### src/rtl/rlgl_game_ctrl.sv
// Red-Light-Green-Light referee: synchronizes lights and buttons, counts steps, decides WIN/LOSE.
// Optional red-phase limit per game is built when RLGL_TIMEOUT_EN is defined.
module rlgl_game_ctrl #(
   parameter int GOAL_STEPS     = 16,
   parameter int POS_W          = 5,
   parameter int GRACE_CYCLES   = 25_000_000,
   parameter int GRACE_W        = 26,
   parameter int MAX_RED_PHASES = 20
) (
   input  logic             clk,
   input  logic             rst,
   input  logic             red,
   input  logic             green,
   input  logic             move,
   input  logic             start,
   output logic [1:0]       state,
   output logic [POS_W-1:0] position,
   output logic             playing,
   output logic             win,
   output logic             lose,
   output logic             timeout
);

   localparam logic [1:0] ST_IDLE = 2'b00;
   localparam logic [1:0] ST_PLAY = 2'b01;
   localparam logic [1:0] ST_WIN  = 2'b10;
   localparam logic [1:0] ST_LOSE = 2'b11;

   localparam int SIG_RED   = 0;
   localparam int SIG_GREEN = 1;
   localparam int SIG_MOVE  = 2;
   localparam int SIG_START = 3;

   if (GOAL_STEPS < 1 || GOAL_STEPS >= 2**POS_W || MAX_RED_PHASES < 1) begin : g_bad_param
      $error("rlgl_game_ctrl: parameter out of range");
   end

   logic [3:0] raw_in;
   logic [3:0] sync1_q, sync1_d, sync2_q, sync2_d, dly_q, dly_d;
   logic       red_rise_q, red_rise_d, step_q, step_d, start_rise_q, start_rise_d;
   logic [1:0]         state_q, state_d;
   logic [POS_W-1:0]   pos_q, pos_d;
   logic [GRACE_W-1:0] grace_q, grace_d;
   logic               is_red, grace;

   assign raw_in = {start, move, green, red};

   // dly_q is the level aligned with the registered edge pulses
   always_comb begin
      sync1_d      = raw_in;
      sync2_d      = sync1_q;
      dly_d        = sync2_q;
      red_rise_d   = sync2_q[SIG_RED]   & ~dly_q[SIG_RED];
      step_d       = sync2_q[SIG_MOVE]  & ~dly_q[SIG_MOVE];
      start_rise_d = sync2_q[SIG_START] & ~dly_q[SIG_START];
   end

   assign is_red = dly_q[SIG_RED] | (dly_q[SIG_RED] == dly_q[SIG_GREEN]);
   assign grace  = red_rise_q | (grace_q != '0);

`ifdef RLGL_TIMEOUT_EN
   localparam int PH_W = $clog2(MAX_RED_PHASES + 1);
   logic [PH_W-1:0] phase_q, phase_d;
   logic            timeout_q, timeout_d;
`endif

   always_comb begin
      state_d = state_q;
      pos_d   = pos_q;
      grace_d = grace_q;
      if (grace_q != '0) grace_d = grace_q - 1'b1;
      if (red_rise_q)    grace_d = GRACE_W'(GRACE_CYCLES);
`ifdef RLGL_TIMEOUT_EN
      phase_d   = phase_q;
      timeout_d = timeout_q;
`endif
      case (state_q)
         ST_PLAY: begin
`ifdef RLGL_TIMEOUT_EN
            if (red_rise_q) begin
               phase_d = phase_q + 1'b1;
               if (phase_d >= PH_W'(MAX_RED_PHASES)) begin
                  state_d   = ST_LOSE;
                  timeout_d = 1'b1;
               end
            end
`endif
            // step outcomes override a simultaneous phase-limit loss
            if (step_q) begin
               if (grace || !is_red) begin
                  pos_d = pos_q + 1'b1;
                  if (pos_d == POS_W'(GOAL_STEPS)) begin
                     state_d = ST_WIN;
`ifdef RLGL_TIMEOUT_EN
                     timeout_d = 1'b0;
`endif
                  end
               end else begin
                  state_d = ST_LOSE;
`ifdef RLGL_TIMEOUT_EN
                  timeout_d = 1'b0;
`endif
               end
            end
         end
         default: begin
            if (start_rise_q) begin
               state_d = ST_PLAY;
               pos_d   = '0;
               grace_d = '0;
`ifdef RLGL_TIMEOUT_EN
               phase_d   = '0;
               timeout_d = 1'b0;
`endif
            end
         end
      endcase
   end

   always_ff @(posedge clk) begin
      if (rst) begin
         sync1_q      <= '0;
         sync2_q      <= '0;
         dly_q        <= '0;
         red_rise_q   <= 1'b0;
         step_q       <= 1'b0;
         start_rise_q <= 1'b0;
         state_q      <= ST_IDLE;
         pos_q        <= '0;
         grace_q      <= '0;
`ifdef RLGL_TIMEOUT_EN
         phase_q      <= '0;
         timeout_q    <= 1'b0;
`endif
      end else begin
         sync1_q      <= sync1_d;
         sync2_q      <= sync2_d;
         dly_q        <= dly_d;
         red_rise_q   <= red_rise_d;
         step_q       <= step_d;
         start_rise_q <= start_rise_d;
         state_q      <= state_d;
         pos_q        <= pos_d;
         grace_q      <= grace_d;
`ifdef RLGL_TIMEOUT_EN
         phase_q      <= phase_d;
         timeout_q    <= timeout_d;
`endif
      end
   end

   assign state    = state_q;
   assign position = pos_q;
   assign playing  = (state_q == ST_PLAY);
   assign win      = (state_q == ST_WIN);
   assign lose     = (state_q == ST_LOSE);
`ifdef RLGL_TIMEOUT_EN
   assign timeout  = timeout_q;
`else
   assign timeout  = 1'b0;
`endif

endmodule

### config.mk
export PLATFORM = sky130hd
export DESIGN_NAME = rlgl_game_ctrl
export DESIGN_NICKNAME = d
export VERILOG_FILES = /design/src/rtl/rlgl_game_ctrl.sv
export SDC_FILE = /design/constraint.sdc
export NUM_CORES = 1
export LEC_CHECK = 0
export CORE_MARGIN = 4
export CORE_UTILIZATION = 50
export CTS_BUF_LIST = sky130_fd_sc_hd__clkbuf_16
export DETAILED_ROUTE_END_ITERATION = 7
export GPL_ROUTABILITY_DRIVEN = 0
export MAX_ROUTING_LAYER = met4
export PLACE_DENSITY = 0.72
export SLEW_MARGIN = 20
export SYNTH_ARGS = -nofsm -noshare
export SYNTH_HDL_FRONTEND = slang
export SYNTH_SLANG_ARGS = --single-unit
### constraint.sdc
create_clock -name clk -period 2.62 [get_ports clk]
set_input_delay 0.524 -clock clk [delete_from_list [all_inputs] [get_ports clk]]
set_output_delay 0.524 -clock clk [all_outputs]
set_load 0.01 [all_outputs]
==> results.cfg, run 1 <==
[cells_and_area]
final_cell_area_sq_mm = 0.002595
antenna_cells = 0
area_growth_pct = 18.99
layout.nets = 272
layout_cells_sized_above_1_pct = 9.811
fillCellCount = 353
share_of_the_core_filled_with_cells_pct = 63.06

[placed_design]
placement.io_buffers = 15
hpwl_um = 3159
dp_slack_ns = 0.07520
postPlaceCellArea_sq_mm = 0.002396

[power]
fin_total_pwr_mw = 3.581
vdd_ir_drop_max_v = 0.0007469
leak_nw = 0.9496
p_per_area_mw_per_mm2 = 1380

[global_routing]
global_route_wire_length_before_repair_um = 7907
grt_remaining_overflow = 0
grt_start_max_net_pins = 21
grt.total_usage_pct = 18.91
antenna_found_initial = 0
number_of_global_route_vias_before_repair = 1703

[synthesis]
synthesis.yosys.warnings = 0
edff_count_synth = 0
post_synth_fa_ha_maj_area_fraction_pct = 1.147
postSynthRegisterBits = 48
synthXorXnorAreaFrac_pct = 4.819
synth_sequential_area_ratio_pct = 44.06
synth_top_family_by_area = simple AND/OR/NAND/NOR gates
post_synth_inst_count = 246
synthArstFlopShare_pct = 0
dominantRegCellSynth = sky130_fd_sc_hd__dfxtp_1
syn_nets = 254
netlist_area_before_placement_sq_mm = 0.002181
fraction_of_the_mapped_netlist_area_in_compound_gates_pct = 18.01
synth_cell_type_count = 43
syn_area_per_cell_sq_um = 8.865
synthSimpleGateAreaFrac_pct = 27.83
muxShareOfSynthArea_pct = 0.4590

[routing]
first_iteration_detailed_routing_drc_count = 124
drt_wl_total_um = 4579
ant_nets = 0
via_per_inst = 5.800
firstDrtPassIters = 4
vias = 1827
remaining_drc_errors = 0
post_drt_wl_per_cell_um = 14.54

[floorplan]
initial_core_util_pct = 52.99
floorplan.die_area_sq_mm = 0.005483
die_extent_in_x_um = 74.05
io_pins = 17
placement_rows = 23
floorplan.die.height_um = 74.05
core_area_sq_mm = 0.004115

[sta]
layout_min_cycle_time_ns = 2.454
clock-skew-final_ns = 0.007991
min_period_over_period_pct = 93.66
final_max_slew_viol_count = 0
post-route-worst-setup-slack_ns = 0.1662
final_hold_viol_count = 0
slew_at_the_pin_closest_to_its_max_slew_limit_ns = 0.4849
number_of_failing_setup_endpoints_in_the_final_timing_report = 0
max-slew-margin-rel_pct = 66.84
clock.fmax_mhz = 407.5

[run]
maxCapViolations = 0

[worst_setup_path]
setup.worst_path.end_class = flip-flop
worst-endpoint-arrival_ns = 2.61
worst-setup-path-type = reg -> reg
worst-path-max-fanout = 7
cp-start-kind = flip-flop
critPathRequiredTime_ns = 2.78

[clock_network]
cts-root-to-sink-buffers = 2
path_clk_slew_ns = 0.07
clock_tree.root_cell = sky130_fd_sc_hd__clkbuf_16
clk-insertion-delay-late_ns = 0.29
cts_inserted_buffers = 5
cts_tree = yes
cts_num_sinks = 48
cts_setup_buffers = 0
ctsHtreeMaxLevel = 2
cts_hold_buffers = 0

[hold_path]
hold_path_class = reg -> reg

[outcome]
run_status = complete, no violations
[cell usage in the layout (no fill, tap or decap), types with 8 or more instances in the layout]
master / Yosys / final
sky130_fd_sc_hd__dfxtp_1: 48 / 48
sky130_fd_sc_hd__or3_1: 8 / 8
sky130_fd_sc_hd__nand2_1: 12 / 12
sky130_fd_sc_hd__clkdlybuf4s50_1: 0 / 15
sky130_fd_sc_hd__o21ai_0: 9 / 9
sky130_fd_sc_hd__nor2_1: 15 / 15
sky130_fd_sc_hd__nor2b_1: 16 / 16
sky130_fd_sc_hd__nor3_1: 8 / 8
sky130_fd_sc_hd__xnor2_1: 11 / 11
sky130_fd_sc_hd__a21oi_1: 18 / 18
sky130_fd_sc_hd__nand3_1: 8 / 8
[logic make-up (layout without fill, tap and decap cells)]
group           count (synthesis)  count (layout)
compound gates                 58              58
xor+xnor                       12              12
fa+ha+maj                       2               2
buf+inv                        18              37
flops                          48              48
mux                             1               1
other cells                     1               1
simple gates                  106             106
[state kept, by name, summed over array words and instances (netlist names)]
| register | count |
|---|---|
| start_rise_q | 1 |
| dly_q | 4 |
| position | 5 |
| red_rise_q | 1 |
| dly_d | 4 |
| sync1_q | 4 |
| state | 2 |
| step_q | 1 |
| grace_q | 26 |
[cells in the mapped netlist (3+ instances only)]
library cell | number | area, sq um
sky130_fd_sc_hd__o31ai_1 | 6 | 45.04
sky130_fd_sc_hd__and3_1 | 3 | 18.77
sky130_fd_sc_hd__nor4_1 | 3 | 18.77
sky130_fd_sc_hd__xnor2_1 | 11 | 96.34
sky130_fd_sc_hd__or3_1 | 8 | 50.05
sky130_fd_sc_hd__inv_1 | 7 | 26.28
sky130_fd_sc_hd__nand2_1 | 12 | 45.04
sky130_fd_sc_hd__nand4_1 | 4 | 25.02
sky130_fd_sc_hd__nand3_1 | 8 | 40.04
sky130_fd_sc_hd__clkbuf_1 | 8 | 30.03
sky130_fd_sc_hd__or4_1 | 7 | 52.55
sky130_fd_sc_hd__dfxtp_1 | 48 | 960.9
sky130_fd_sc_hd__o21ai_0 | 9 | 45.04
sky130_fd_sc_hd__o211ai_1 | 4 | 30.03
sky130_fd_sc_hd__nor2_1 | 15 | 56.30
sky130_fd_sc_hd__nor3_1 | 8 | 40.04
sky130_fd_sc_hd__or2_2 | 5 | 31.28
sky130_fd_sc_hd__a21oi_1 | 18 | 90.09
sky130_fd_sc_hd__nand2b_1 | 4 | 25.02
sky130_fd_sc_hd__nand3b_1 | 3 | 22.52
sky130_fd_sc_hd__a211oi_1 | 3 | 22.52
sky130_fd_sc_hd__and2_1 | 4 | 25.02
sky130_fd_sc_hd__a31oi_1 | 7 | 43.79
sky130_fd_sc_hd__nor2b_1 | 16 | 100.1
[per-layer routing]
layer | wire [um] | vias up | part of all wire [%] | track usage [%]
li1 | - | 928 | - | -
met5 | 0 | - | 0 | -
met2 | 2062 | 22 | 45 | 27.95
met4 | 47 | 0 | 1.0 | 5.231
met1 | 2291 | 872 | 50 | 25.81
met3 | 177 | 5 | 3.9 | 4.459
[power breakdown]
| part | internal [mW] | switching, mW | leakage [nW] | total [mW] |
|---|---|---|---|---|
| Clock | 0.550 | 0.283 | 0.0944 | 0.833 |
| Combinational | 0.642 | 1.04 | 0.463 | 1.68 |
| Sequential | 0.907 | 0.161 | 0.393 | 1.07 |
| Total | 2.10 | 1.48 | 0.950 | 3.58 |
[cell type report]
cell class | count | area [sq um] | area share [%]
inverter | 7 | 26.28 | 1.013
tap | 50 | 62.56 | 2.411
clock inverter | 3 | 68.82 | 2.652
clock buffer | 5 | 125.1 | 4.822
multi-input combinational | 180 | 1149 | 44.26
timing repair buffer | 22 | 202.7 | 7.811
sequential | 48 | 960.9 | 37.03
[worst max-delay path: stages, from the launching register on]
cell and delay [ns]:
sky130_fd_sc_hd__dfxtp_1 0.35, sky130_fd_sc_hd__or4_1 0.56, sky130_fd_sc_hd__buf_4 0.19, sky130_fd_sc_hd__or3_1 0.47, sky130_fd_sc_hd__a2111oi_1 0.52, sky130_fd_sc_hd__xnor2_1 0.17, sky130_fd_sc_hd__a21oi_1 0.08
[worst paths after layout]
kind	start	endpoint	slack, ns	cells past startpoint
setup / recovery	grace_q[6]$_SDFF_PP0_	grace_q[14]$_SDFF_PP0_	0.17	6
hold / removal	dly_q[2]$_SDFF_PP0_	step_q$_SDFF_PP0_	0.38	1
setup reg to reg	grace_q[6]$_SDFF_PP0_	grace_q[14]$_SDFF_PP0_	0.17	6
hold reg to reg	dly_q[2]$_SDFF_PP0_	step_q$_SDFF_PP0_	0.38	1
[stage by stage]
step	cells	TNS [ns]	hold slack, ns
after global routing	315	-0.0006963	0.3952
after floorplan	246	0	0.3674
after global placement	307	0	0.3713
final	315	0	0.3839
after detailed placement	307	0	0.3756
after CTS	315	0	0.3851
[repair_timing]
item,CTS,global route
gates resized for setup,0,2
hold endpoints to repair,0,0
setup endpoints to repair,0,9
Power figures use the tool's default switching activity.
==> run 2: changes to the inputs <==
--- a/config.mk
+++ b/config.mk
@@ -5,6 +5,7 @@
 export SDC_FILE = /design/constraint.sdc
 export NUM_CORES = 1
 export LEC_CHECK = 0
+export CAP_MARGIN = 10
 export CORE_MARGIN = 4
 export CORE_UTILIZATION = 50
 export CTS_BUF_LIST = sky130_fd_sc_hd__clkbuf_16
==> results of run 2 <==
The final DEF is identical to that of run 1; final timing and power are the same.
